## src/rtl/vga_timing_pkg.sv

```systemverilog
`default_nettype none
// ============================================================================
// vga_timing_pkg : default 640x480@60 timing constants and a window helper
// Rev 1.0
// ============================================================================
package vga_timing_pkg;

  localparam int unsigned VGA_CLK_DIV   = 2;
  localparam int unsigned VGA_H_VISIBLE = 640;
  localparam int unsigned VGA_H_FRONT   = 16;
  localparam int unsigned VGA_H_SYNC    = 96;
  localparam int unsigned VGA_H_BACK    = 48;
  localparam int unsigned VGA_V_VISIBLE = 480;
  localparam int unsigned VGA_V_FRONT   = 10;
  localparam int unsigned VGA_V_SYNC    = 2;
  localparam int unsigned VGA_V_BACK    = 33;

  localparam int unsigned VGA_H_TOTAL = VGA_H_VISIBLE + VGA_H_FRONT + VGA_H_SYNC + VGA_H_BACK;
  localparam int unsigned VGA_V_TOTAL = VGA_V_VISIBLE + VGA_V_FRONT + VGA_V_SYNC + VGA_V_BACK;

  localparam int unsigned VGA_H_SYNC_START = VGA_H_VISIBLE + VGA_H_FRONT;
  localparam int unsigned VGA_H_SYNC_END   = VGA_H_SYNC_START + VGA_H_SYNC;
  localparam int unsigned VGA_V_SYNC_START = VGA_V_VISIBLE + VGA_V_FRONT;
  localparam int unsigned VGA_V_SYNC_END   = VGA_V_SYNC_START + VGA_V_SYNC;

  // Half-open window test lo <= v < hi on 10-bit counter values.
  function automatic logic in_window(logic [9:0] v, logic [9:0] lo, logic [9:0] hi);
    return (v >= lo) && (v < hi);
  endfunction

endpackage
`default_nettype wire

```

## src/rtl/vga_sync_gen_pix_div.sv

```systemverilog
`default_nettype none
// ============================================================================
// vga_pix_div : CLK-to-pixel divider producing pix_en and pixel_clk
// Rev 1.0
// ============================================================================
module vga_pix_div #(
  parameter int unsigned CLK_DIV = 2
) (
  input  logic CLK,
  input  logic RESET,
  output logic pix_en,
  output logic pixel_clk
);

  localparam int unsigned   DW       = (CLK_DIV > 1) ? $clog2(CLK_DIV) : 1;
  localparam logic [DW-1:0] DIV_LAST = DW'(CLK_DIV - 1);
  localparam logic [DW-1:0] DIV_HALF = DW'(CLK_DIV / 2);

  logic [DW-1:0] div_q;
  logic [DW-1:0] div_d;

  // With CLK_DIV=1 DIV_LAST and DIV_HALF are both 0, so div stays 0,
  // pix_en is constantly 1 and pixel_clk constantly 0.
  always_comb begin
    div_d = (div_q == DIV_LAST) ? '0 : div_q + DW'(1);
  end

  always_ff @(posedge CLK) begin
    if (RESET) begin
      div_q <= '0;
    end else begin
      div_q <= div_d;
    end
  end

  assign pix_en    = (div_q == DIV_LAST);
  assign pixel_clk = (div_q < DIV_HALF);

endmodule
`default_nettype wire

```

## src/rtl/vga_sync_gen.sv

```systemverilog
`default_nettype none
// ============================================================================
// vga_sync_gen : VGA raster timing (sync, blank, coordinates, frame strobes)
// Rev 1.0
// ============================================================================
module vga_sync_gen
  import vga_timing_pkg::*;
#(
  parameter int unsigned CLK_DIV   = VGA_CLK_DIV,
  parameter int unsigned H_VISIBLE = VGA_H_VISIBLE,
  parameter int unsigned H_FRONT   = VGA_H_FRONT,
  parameter int unsigned H_SYNC    = VGA_H_SYNC,
  parameter int unsigned H_BACK    = VGA_H_BACK,
  parameter int unsigned V_VISIBLE = VGA_V_VISIBLE,
  parameter int unsigned V_FRONT   = VGA_V_FRONT,
  parameter int unsigned V_SYNC    = VGA_V_SYNC,
  parameter int unsigned V_BACK    = VGA_V_BACK
) (
  input  logic       CLK,
  input  logic       RESET,
  output logic       pixel_clk,
  output logic       pix_en,
  output logic [9:0] DrawX,
  output logic [9:0] DrawY,
  output logic       hs,
  output logic       vs,
  output logic       blank,
  output logic       line_tick,
  output logic       frame_tick,
  output logic       vsync_toggle
);

  localparam int unsigned H_TOTAL = H_VISIBLE + H_FRONT + H_SYNC + H_BACK;
  localparam int unsigned V_TOTAL = V_VISIBLE + V_FRONT + V_SYNC + V_BACK;

  localparam logic [9:0] H_LAST   = 10'(H_TOTAL - 1);
  localparam logic [9:0] V_LAST   = 10'(V_TOTAL - 1);
  localparam logic [9:0] H_VIS    = 10'(H_VISIBLE);
  localparam logic [9:0] V_VIS    = 10'(V_VISIBLE);
  localparam logic [9:0] HS_START = 10'(H_VISIBLE + H_FRONT);
  localparam logic [9:0] HS_END   = 10'(H_VISIBLE + H_FRONT + H_SYNC);
  localparam logic [9:0] VS_START = 10'(V_VISIBLE + V_FRONT);
  localparam logic [9:0] VS_END   = 10'(V_VISIBLE + V_FRONT + V_SYNC);

  logic [9:0] x_q, x_d;
  logic [9:0] y_q, y_d;
  logic       hs_q, hs_d;
  logic       vs_q, vs_d;
  logic       blank_q, blank_d;
  logic       line_tick_q, line_tick_d;
  logic       frame_tick_q, frame_tick_d;
  logic       vsync_toggle_q, vsync_toggle_d;
  logic       h_wrap;

  vga_pix_div #(
    .CLK_DIV(CLK_DIV)
  ) u_pix_div (
    .CLK      (CLK),
    .RESET    (RESET),
    .pix_en   (pix_en),
    .pixel_clk(pixel_clk)
  );

  // Sync and blank decode the next-state counters so they register
  // alongside DrawX/DrawY with no skew.
  always_comb begin
    x_d    = x_q;
    y_d    = y_q;
    h_wrap = pix_en && (x_q == H_LAST);
    if (pix_en) begin
      x_d = h_wrap ? '0 : x_q + 10'd1;
      if (h_wrap) begin
        y_d = (y_q == V_LAST) ? '0 : y_q + 10'd1;
      end
    end
    hs_d           = !in_window(x_d, HS_START, HS_END);
    vs_d           = !in_window(y_d, VS_START, VS_END);
    blank_d        = (x_d < H_VIS) && (y_d < V_VIS);
    line_tick_d    = h_wrap;
    frame_tick_d   = h_wrap && (y_q == V_LAST);
    vsync_toggle_d = vsync_toggle_q ^ (h_wrap && (y_d == VS_START));
  end

  always_ff @(posedge CLK) begin
    if (RESET) begin
      x_q            <= '0;
      y_q            <= '0;
      hs_q           <= 1'b1;
      vs_q           <= 1'b1;
      blank_q        <= 1'b1;
      line_tick_q    <= 1'b0;
      frame_tick_q   <= 1'b0;
      vsync_toggle_q <= 1'b0;
    end else begin
      x_q            <= x_d;
      y_q            <= y_d;
      hs_q           <= hs_d;
      vs_q           <= vs_d;
      blank_q        <= blank_d;
      line_tick_q    <= line_tick_d;
      frame_tick_q   <= frame_tick_d;
      vsync_toggle_q <= vsync_toggle_d;
    end
  end

  assign DrawX        = x_q;
  assign DrawY        = y_q;
  assign hs           = hs_q;
  assign vs           = vs_q;
  assign blank        = blank_q;
  assign line_tick    = line_tick_q;
  assign frame_tick   = frame_tick_q;
  assign vsync_toggle = vsync_toggle_q;

endmodule
`default_nettype wire

```

## config.mk

```make
export PLATFORM = sky130hd
export DESIGN_NAME = vga_sync_gen
export DESIGN_NICKNAME = d
export VERILOG_FILES = /design/src/rtl/vga_timing_pkg.sv /design/src/rtl/vga_sync_gen_pix_div.sv /design/src/rtl/vga_sync_gen.sv
export SDC_FILE = /design/constraint.sdc
export NUM_CORES = 1
export LEC_CHECK = 0
export ABC_AREA = 1
export ABC_CLOCK_PERIOD_IN_PS = 3850
export BUFFER_PORTS_ARGS = -buffer_cell sky130_fd_sc_hd__buf_2
export CORE_AREA = 2 2 55 57
export CTS_CLUSTER_SIZE = 16
export DETAILED_ROUTE_END_ITERATION = 7
export DIE_AREA = 0 0 57 59
export GPL_ROUTABILITY_DRIVEN = 0
export GPL_TIMING_DRIVEN = 0
export PLACE_DENSITY = 0.8
export SKIP_CTS_REPAIR_TIMING = 1
export SLEW_MARGIN = 25
export SYNTH_ARGS = -nofsm -noshare
export SYNTH_HDL_FRONTEND = slang
export SYNTH_SLANG_ARGS = --single-unit
export TNS_END_PERCENT = 1
```

## constraint.sdc

```tcl
create_clock -name CLK -period 3.85 [get_ports CLK]
set_clock_uncertainty 0.05 [all_clocks]
set_input_delay 0.385 -clock CLK [delete_from_list [all_inputs] [get_ports CLK]]
set_output_delay 0.385 -clock CLK [all_outputs]
set_load 0.02 [all_outputs]
```

==> flow_summary.yaml, run 1 <==
layout:
  final_cells: 296
  fin_nets: 271
  final_area_sq_um: 1750
  drive_above_1_share: 0.204
  multi_input_area_sq_um: 832
  syn_to_final_growth_pct: 13.7
  nFillCells: 265
  antennaDiodeCount: 0
  final_core_util: 0.645
  regArea_sq_um: 541
flow_run:
  drv_cap: 0
place:
  portBuffers: 29
  dp.final_hpwl_um: 2670
  place_ws_ns: 1.73
  placed_area_sq_um: 1720
  dpl.cell_count: 292
drt:
  drcViolationCount: 0
  vias: 1501
  wire_per_inst_um: 11.6
  postRouteAntennaNets: 0
  dr.pass1.iters: 4
  vias_per_cell: 5.07
  routed_wl_um: 3450
  drt_iter0_drc: 38
setup_path:
  ff2ff_setup_slack_ns: 1.68
  regToRegStartpoint: "DrawX[0]"
  worstSetupStartpoint: "DrawX[0]"
  critical_path.max_fanout: 10
  rr_endpoint: "vsync_toggle"
  crit_required_ns: 4.09
  critPathCapture: "vsync_toggle"
  critPathKind: "register to register"
  critPathLaunchType: "register"
  critical_path_arrival_ns: 2.41
  crit_path_end_kind: "register"
  worstRegToRegCells: 14
die:
  dieArea_sq_um: 3360
  die_y_um: 59
  io_pins: 30
  fp.coreArea_sq_um: 2710
  rows: 19
  dieWidth_um: 57
  initial_utilization: 0.567
synthesis:
  synthSimpleGateAreaFrac: 0.437
  syn_area_sq_um: 1540
  syn-instance-count: 232
  synth_top_area_cell: "dfxtp_1"
  netlist_top_cells_area: "dfxtp_1 (35%), nand2_1 (14%), inv_1 (8.3%), nor2_1 (8.1%), nand3_1 (5.9%)"
  synthMuxAreaShare: 0
  yosys_warnings: 0
  synth.distinct_cells: 29
  synth.ff_latch_count: 27
  syn_avg_cell_area_sq_um: 6.62
  yosysSeqAreaShare: 0.352
  synth_top_area_frac: 0.352
  synth-xor-area-share: 0.0171
  synth_fp_nets: 237
  synthAdderAreaFrac: 0.0244
  synth_compound_area_frac: 0.0627
  synth_top_family_by_area: "simple AND/OR/NAND/NOR gates"
clock_tree:
  cts_tree: "done"
  cts-root-buf: "clkbuf_4"
  clock_latency_ns: 0.33
  htree_levels: 1
  cts.clk_slew.worst_paths_ns: 0.15
  cts_made_buffers: 3
  clk_path_buf_depth: 2
  cts_sinks: 27
global_routing:
  grt_pass1_vias: 1281
  track_usage: 0.211
  grt_pass1_wl_um: 5490
  grt_overflow: 0
  antenna_found_initial: 0
  grt_max_degree: 15
timing:
  maxSlewViolCount: 0
  finalCriticalPeriod_ns: 2.17
  holdWs_ns: 0.166
  worstMarginPinSlew_ns: 0.557
  relSlewSlack: 0.628
  finalSetupViolCount: 0
  post-route-period-util: 0.565
  max_freq_mhz: 460
  setup_tns_ns: 0
  finalWorstSetupSlack_ns: 1.68
  rsz0062_at_grt: "false"
  hold_viol_final: 0
min_path:
  hp-class: "input port to register"
pwr:
  peakVddDrop_mv: 0.252
  power_mw: 0.442
  p_per_area_nw_per_um2: 253
  p_leak_nw: 0.811
outcome:
  status: "completed"
-- cells in the mapped netlist, drive strengths merged --
master and number:
buf 2, nand2 62, nand4 8, dfxtp 27, ha 3, clkinv 1
a211oi 1, o21bai 1, or2 1, and3 1, nand3b 1, o21a 1
a21oi 7, nor4 1, nor3 6, o2111ai 1, clkbuf 2, xor2 3
o21ai 6, inv 36, nor2 39, nand3 22
-- kinds of logic (layout without fill, tap and decap cells) --
logic type      count (synthesis)  count (layout)
simple gates                  141             141
xor+xnor                        3               3
compound gates                 17              17
fa+ha+maj                       3               3
buf+inv                        41              74
flops                          27              27
-- placed cells by master, fill, tap and decap left out --
cell type and instances:
inv_1 34, nand3_4 1, and3_1 1, clkbuf_1 3
o21a_1 1, dfxtp_1 27, nor2_4 3, buf_6 1
a211oi_1 1, nor2_1 33, nand2_1 57, nor2_2 3
nand3b_1 1, or2_2 1, nor3_1 6, nand3_1 18
nand2_2 5, nor4_2 1, clkbuf_4 3, o2111ai_1 1
nand4_1 8, inv_2 2, o21ai_0 6, a21oi_1 7
ha_1 3, buf_2 30, clkinv_2 1, xor2_1 3
nand3_2 3, o21bai_1 1
-- where the power goes --
group,leakage (nW),total (mW),switching [mW],internal [mW]
combinational,0.578,0.0273,0.0195,0.00781
clock,0.0150,0.127,0.0867,0.0407
sequential,0.218,0.287,0.00422,0.283
total,0.811,0.442,0.110,0.331
-- metal layers --
layer	global-route usage	up-vias	share of wire
li1	-	800	-
met1	0.297	667	0.51
met2	0.327	29	0.45
met3	0.0240	5	0.025
met4	0.0930	0	0.015
met5	0	-	0
-- worst max-delay path, cell delays in order (launching register included) --
cell     delay (ns)
dfxtp_1        0.47
ha_1           0.23
inv_1          0.08
nor2_4         0.14
nand2_2        0.08
nor2_4         0.13
buf_6          0.15
nor2_2         0.04
nor2_2         0.25
nand3_4        0.11
nor2_4         0.15
nand3_2        0.07
nand2_1        0.06
inv_1          0.04
nor2_1         0.09
-- how the worst min path moves through the flow --
stage               cells after the start         start           end  slack (ns)
finish                                  2         RESET      DrawY[1]        0.17
global route                            2         RESET      DrawY[1]        0.18
CTS                                     2         RESET      DrawY[1]        0.15
detailed placement                      2      DrawY[1]      DrawY[1]        0.47
global placement                        4  vsync_toggle  vsync_toggle        0.46
floorplan                               1         RESET      DrawY[1]        0.41
-- layout make-up --
class | count | share of cell area
plain buffers | 4 | 0.0136
clock buffers | 4 | 0.0150
inverters | 37 | 0.0802
multi-input cells | 164 | 0.476
flip-flops and latches | 27 | 0.309
well taps | 31 | 0.0222
repair buffers | 29 | 0.0831
No activity file was read; power rests on OpenSTA's default activity.
==> run 2, diff against run 1 <==
--- a/config.mk
+++ b/config.mk
@@ -6,15 +6,15 @@
 export NUM_CORES = 1
 export LEC_CHECK = 0
 export ABC_AREA = 1
-export ABC_CLOCK_PERIOD_IN_PS = 3850
+export ABC_CLOCK_PERIOD_IN_PS = 1840
 export BUFFER_PORTS_ARGS = -buffer_cell sky130_fd_sc_hd__buf_2
-export CORE_AREA = 2 2 55 57
+export CORE_AREA = 2 2 59 61
 export CTS_CLUSTER_SIZE = 16
 export DETAILED_ROUTE_END_ITERATION = 7
-export DIE_AREA = 0 0 57 59
+export DIE_AREA = 0 0 61 63
 export GPL_ROUTABILITY_DRIVEN = 0
 export GPL_TIMING_DRIVEN = 0
-export PLACE_DENSITY = 0.8
+export PLACE_DENSITY = 0.74
 export SKIP_CTS_REPAIR_TIMING = 1
 export SLEW_MARGIN = 25
 export SYNTH_ARGS = -nofsm -noshare
==> constraint.sdc (replaced) <==
create_clock -name CLK -period 1.84 [get_ports CLK]
set_clock_uncertainty 0.05 [all_clocks]
set_input_delay 0.184 -clock CLK [delete_from_list [all_inputs] [get_ports CLK]]
set_output_delay 0.184 -clock CLK [all_outputs]
set_load 0.02 [all_outputs]
==> run 2 against run 1 <==
- critical path depth grew 1
- total power up 110%
- combinational power grew to 2.6 times the previous value
- wire length grew 6.7%
- die area up 14%
- count of clock-buffer cells in the layout unchanged
- sequential power is 110% higher
- flip-flop and latch count unchanged
- register-to-register slack lost 1.7 ns
- non-clock buffer count is 11 higher
- clock power up 110%
- largest cell class unchanged
- highest routed layer unchanged
==> flow_summary.yaml, run 2 (synthesized netlist as in run 1, its figures left out) <==
layout:
  final_common_cell: "nand2_1"
  drive_above_1_share: 0.312
  final_core_util: 0.605
  mostFrequentLayoutCells: "nand2_1 (57), inv_1 (32), buf_2 (31)"
  fin_nets: 282
  syn_to_final_growth_pct: 27.2
  antennaDiodeCount: 0
  nFillCells: 319
timing:
  hold_viol_final: 0
  post-route-period-util: 0.991
  relSlewSlack: 0.635
  rsz0062_at_grt: "true"
  worstMarginPinSlew_ns: 0.548
  holdWs_ns: 0.466
  finalSetupViolCount: 0
  maxSlewViolCount: 0
  finalCriticalPeriod_ns: 1.82
  max_freq_mhz: 549
setup_path:
  critical_path.max_fanout: 5
  critPathKind: "register to register"
  ff2ff_setup_slack_ns: 0.02
  critPathCapture: "vsync_toggle"
  cp_top_family: "simple AND/OR/NAND/NOR gates"
  cp_slowest_cell: "dfxtp_4"
  regToRegStartpoint: "DrawX[1]"
  worstRegToRegCells: 15
  cp.depth: 15
  path_cells: "ha_4 > inv_4 > nor2_4 > nand2_2 > nor2_4 > buf_6 > nand2_4 > inv_4 > nand3_4 > nand2_2 > nand2_2 > nor2_4 > nand4_1 > nand2_1 > nor2_1"
  worstSetupStartpoint: "DrawX[1]"
  crit_path_end_kind: "register"
  rr_endpoint: "vsync_toggle"
  cpPeakStageDelay_ns: 0.39
  critical_path_arrival_ns: 2.03
  crit_required_ns: 2.05
  critical_path_buf_inv_count: 3
  critPathLaunchType: "register"
pwr:
  peakVddDrop_mv: 0.298
  p_leak_nw: 0.884
  p_per_area_nw_per_um2: 480
clock_tree:
  cts.clk_slew.worst_paths_ns: 0.16
  cts_made_buffers: 3
  htree_levels: 1
  cts_tree: "done"
  clock_latency_ns: 0.34
  clk_path_buf_depth: 2
  cts-root-buf: "clkbuf_4"
  cts_sinks: 27
global_routing:
  grt_max_degree: 15
  track_usage: 0.198
  grt_pass1_wl_um: 5820
  grt_overflow: 0
  grt_pass1_vias: 1349
  antenna_found_initial: 0
drt:
  wire_per_inst_um: 11.4
  vias: 1554
  drt_iter0_drc: 56
  routed_wl_um: 3680
  drcViolationCount: 0
  dr.pass1.iters: 4
  postRouteAntennaNets: 0
  vias_per_cell: 4.83
outcome:
  status: "completed"
die:
  dieArea_sq_um: 3840
  die_y_um: 63
  rows: 21
  dieWidth_um: 61
  io_pins: 30
  fp.coreArea_sq_um: 3230
  initial_utilization: 0.475
place:
  dp.final_hpwl_um: 2670
  portBuffers: 29
min_path:
  hp-start: "DrawX[3]"
  hp-class: "register to register"
flow_run:
  drv_cap: 0
## run 2: changes by cell type in the layout (fill, tap and decap cells not counted), moves of 4 or more
| cell | change |
|---|---|
| dfxtp_1 | -8 |
| dfxtp_4 | +4 |
| buf_4 | +9 |
| nor2_2 | +4 |
| nor2_1 | -7 |
| dfxtp_2 | +4 |
## run 2: per-layer routing
layer,GRT usage,up-vias,part of all wire
met4,0.0788,0,0.021
met2,0.292,43,0.46
met5,0,-,0
met3,0.0352,9,0.049
li1,-,829,-
met1,0.281,673,0.47
## run 2: worst reg2reg max path: stages, from the launching register on
cell	delay [ns]
dfxtp_4	0.39
ha_4	0.16
inv_4	0.04
nor2_4	0.10
nand2_2	0.07
nor2_4	0.11
buf_6	0.14
nand2_4	0.07
inv_4	0.07
nand3_4	0.06
nand2_2	0.08
nand2_2	0.06
nor2_4	0.14
nand4_1	0.09
nand2_1	0.07
nor2_1	0.05
## run 2: through the flow
step	setup TNS (ns)	instance area, sq um	cells	power (mW)	setup WS [ns]
floorplan	0	1550	232	0.650	0.0141
detailed placement	-0.467	1750	307	0.671	-0.186
CTS	-0.551	1780	311	0.934	-0.214
global route	-0.388	1950	322	0.976	-0.158
finish	0	1950	322	0.938	0.0172
global placement	-0.449	1750	307	0.670	-0.170
## run 2: layout make-up
type                    instances  area (sq um)  area share
repair buffers                 40           228       0.117
multi-input cells             164           915       0.468
clock buffers                   4          26.3      0.0134
flip-flops and latches         27           561       0.287
well taps                      46          57.6      0.0294
plain buffers                   4          23.8      0.0122
inverters                      37           144      0.0736
## run 2: how the worst min path moves through the flow
stage,slack [ns],cells after the start,endpoint
floorplan,0.20,1,DrawY[1]
global placement,0.31,2,DrawY[1]
detailed placement,0.31,2,DrawY[1]
CTS,-0.06,2,DrawY[1]
global route,0.48,3,DrawY[1]
finish,0.47,1,DrawX[3]
## run 2: power by group
group | leakage (nW) | total (mW) | switching [mW] | internal (mW)
sequential | 0.223 | 0.596 | 0.00786 | 0.588
clock | 0.0150 | 0.270 | 0.185 | 0.0851
combinational | 0.645 | 0.0713 | 0.0473 | 0.0240
total | 0.884 | 0.938 | 0.240 | 0.697
==> run 3, diff against run 2 <==
--- a/config.mk
+++ b/config.mk
@@ -8,13 +8,15 @@
 export ABC_AREA = 1
 export ABC_CLOCK_PERIOD_IN_PS = 1840
 export BUFFER_PORTS_ARGS = -buffer_cell sky130_fd_sc_hd__buf_2
-export CORE_AREA = 2 2 59 61
+export CELL_PAD_IN_SITES_DETAIL_PLACEMENT = 0
+export CELL_PAD_IN_SITES_GLOBAL_PLACEMENT = 1
+export CORE_AREA = 2 2 71 73
 export CTS_CLUSTER_SIZE = 16
 export DETAILED_ROUTE_END_ITERATION = 7
-export DIE_AREA = 0 0 61 63
+export DIE_AREA = 0 0 73 75
 export GPL_ROUTABILITY_DRIVEN = 0
 export GPL_TIMING_DRIVEN = 0
-export PLACE_DENSITY = 0.74
+export PLACE_DENSITY_LB_ADDON = 0.1
 export SKIP_CTS_REPAIR_TIMING = 1
 export SLEW_MARGIN = 25
 export SYNTH_ARGS = -nofsm -noshare
==> run 3 against run 2 <==
- count of clock-buffer cells in the layout is 1 lower
- wire length is 13% higher
- largest power group unchanged
- register-to-register slack worse by 0.02 ns
- sequential power hardly changed
- fmax is 1.0% lower
- via count is 2.2% lower
- the flow now finishes with violations (setup timing)
- cell area is 0.96% higher
- die area is 42% higher
- total power is 9.3% higher
- sequential share of layout area is 0.21 points lower
- global-route usage is 4.4 points lower
==> flow_summary.yaml, run 3 (synthesized netlist as in run 1, its figures left out) <==
outcome:
  status: "finished with violations"
  violations: "setup timing"
layout:
  drive_above_1_share: 0.325
  fin_nets: 280
  final_cells: 328
  final_common_cell: "nand2_1"
  mostFrequentLayoutCells: "nand2_1 (56), inv_1 (32), buf_2 (30)"
  antennaDiodeCount: 0
  syn_to_final_growth_pct: 28.4
setup_path:
  cp_slowest_cell: "dfxtp_4"
  critPathLaunchType: "register"
  crit_required_ns: 1.98
  critical_path.max_fanout: 5
  critical_path_arrival_ns: 1.98
  cpPeakStageDelay_ns: 0.38
  crit_path_end_kind: "register"
  critPathKind: "register to register"
  path_cells: "ha_4 > inv_2 > nor2_4 > nand2_2 > nor2_4 > buf_6 > nand2_4 > inv_4 > nand3_4 > nand2_2 > nand2_2 > nor2_4 > nand4_1 > nand2_1 > nor2_1"
pwr:
  p_per_area_nw_per_um2: 519
  peakVddDrop_mv: 0.263
  p_leak_nw: 0.886
min_path:
  hp-class: "input port to register"
die:
  fp.coreArea_sq_um: 4660
  dieArea_sq_um: 5480
  io_pins: 30
  die_y_um: 75
  rows: 25
  dieWidth_um: 73
  initial_utilization: 0.330
clock_tree:
  cts-root-buf: "clkbuf_8"
  cts_made_buffers: 3
  cts_tree: "done"
  htree_levels: 1
  cts_sinks: 27
  clk_path_buf_depth: 2
  clock_latency_ns: 0.28
  cts.clk_slew.worst_paths_ns: 0.10
drt:
  drt_iter0_drc: 39
  postRouteAntennaNets: 0
  dr.pass1.iters: 4
  vias: 1520
  drcViolationCount: 0
  wire_per_inst_um: 12.6
  routed_wl_um: 4140
  vias_per_cell: 4.63
timing:
  setup_tns_ns: -0.00176
  rsz0062_at_grt: "true"
  relSlewSlack: 0.593
  finalSetupViolCount: 1
  finalWorstSetupSlack_ns: -0.00176
  max_freq_mhz: 543
  worstMarginPinSlew_ns: 0.611
  finalCriticalPeriod_ns: 1.84
  post-route-period-util: 1.00
  maxSlewViolCount: 0
  hold_viol_final: 0
place:
  place_ws_ns: -0.214
  dpl.cell_count: 315
  dp.final_hpwl_um: 3100
  portBuffers: 29
global_routing:
  grt_max_degree: 16
  grt_pass1_wl_um: 6400
  track_usage: 0.154
  grt_pass1_vias: 1286
  antenna_found_initial: 0
  grt_overflow: 0
flow_run:
  drv_cap: 0
-- run 3: worst max-delay path: cells and delay by family (launching register included) --
kind                     cells  cell delay [ns]
AND/OR/NAND/NOR             11             0.92
buffers and inverters        3             0.25
adder cells (fa/ha/maj)      1             0.14
flip-flops                   1             0.38
-- run 3: path summary, 6_finish.rpt --
kind                 start            to  slack, ns  depth (start not counted)
setup reg to reg  DrawX[0]  vsync_toggle     -0.002                         15
setup / recovery  DrawX[0]  vsync_toggle     -0.002                         15
hold / removal       RESET      DrawY[1]       0.01                          2
hold reg to reg   DrawY[0]      DrawY[0]       0.46                          2
-- run 3: layer usage --
| layer | global-route usage | wire length [um] | up-vias |
|---|---|---|---|
| li1 | - | - | 819 |
| met1 | 0.246 | 2250 | 669 |
| met2 | 0.215 | 1740 | 27 |
| met3 | 0.0201 | 114 | 5 |
| met4 | 0.0370 | 38 | 0 |
| met5 | 0 | 0 | - |
-- run 3: final cells by class --
class                      instances  area [sq um]
tap                               54          67.6
timing repair buffer              38           210
multi-input combinational        164           920
buffer                             4          26.3
inverter                          37           141
clock inverter                     1          5.00
fill                             503          2690
sequential                        27           562
clock buffer                       3          41.3
-- run 3: through the flow --
| step | utilization | hold WS, ns | total power [mW] | cell area, sq um |
|---|---|---|---|---|
| 2_1_floorplan | - | 0.203 | 0.650 | 1550 |
| 3_3_place_gp | 0.378 | 0.314 | 0.673 | 1760 |
| 3_5_place_dp | 0.378 | 0.312 | 0.672 | 1760 |
| 4_1_cts | 0.388 | 0.00978 | 1.03 | 1810 |
| 5_1_grt | 0.423 | 0.0188 | 1.05 | 1970 |
| 6_report | 0.423 | 0.00997 | 1.02 | 1970 |
-- run 3: power breakdown --
part	leakage (nW)	total (mW)	internal, mW	switching, mW
clock network	0.0255	0.359	0.152	0.207
logic	0.637	0.0684	0.0225	0.0458
registers	0.224	0.597	0.588	0.00928
total	0.886	1.02	0.763	0.262
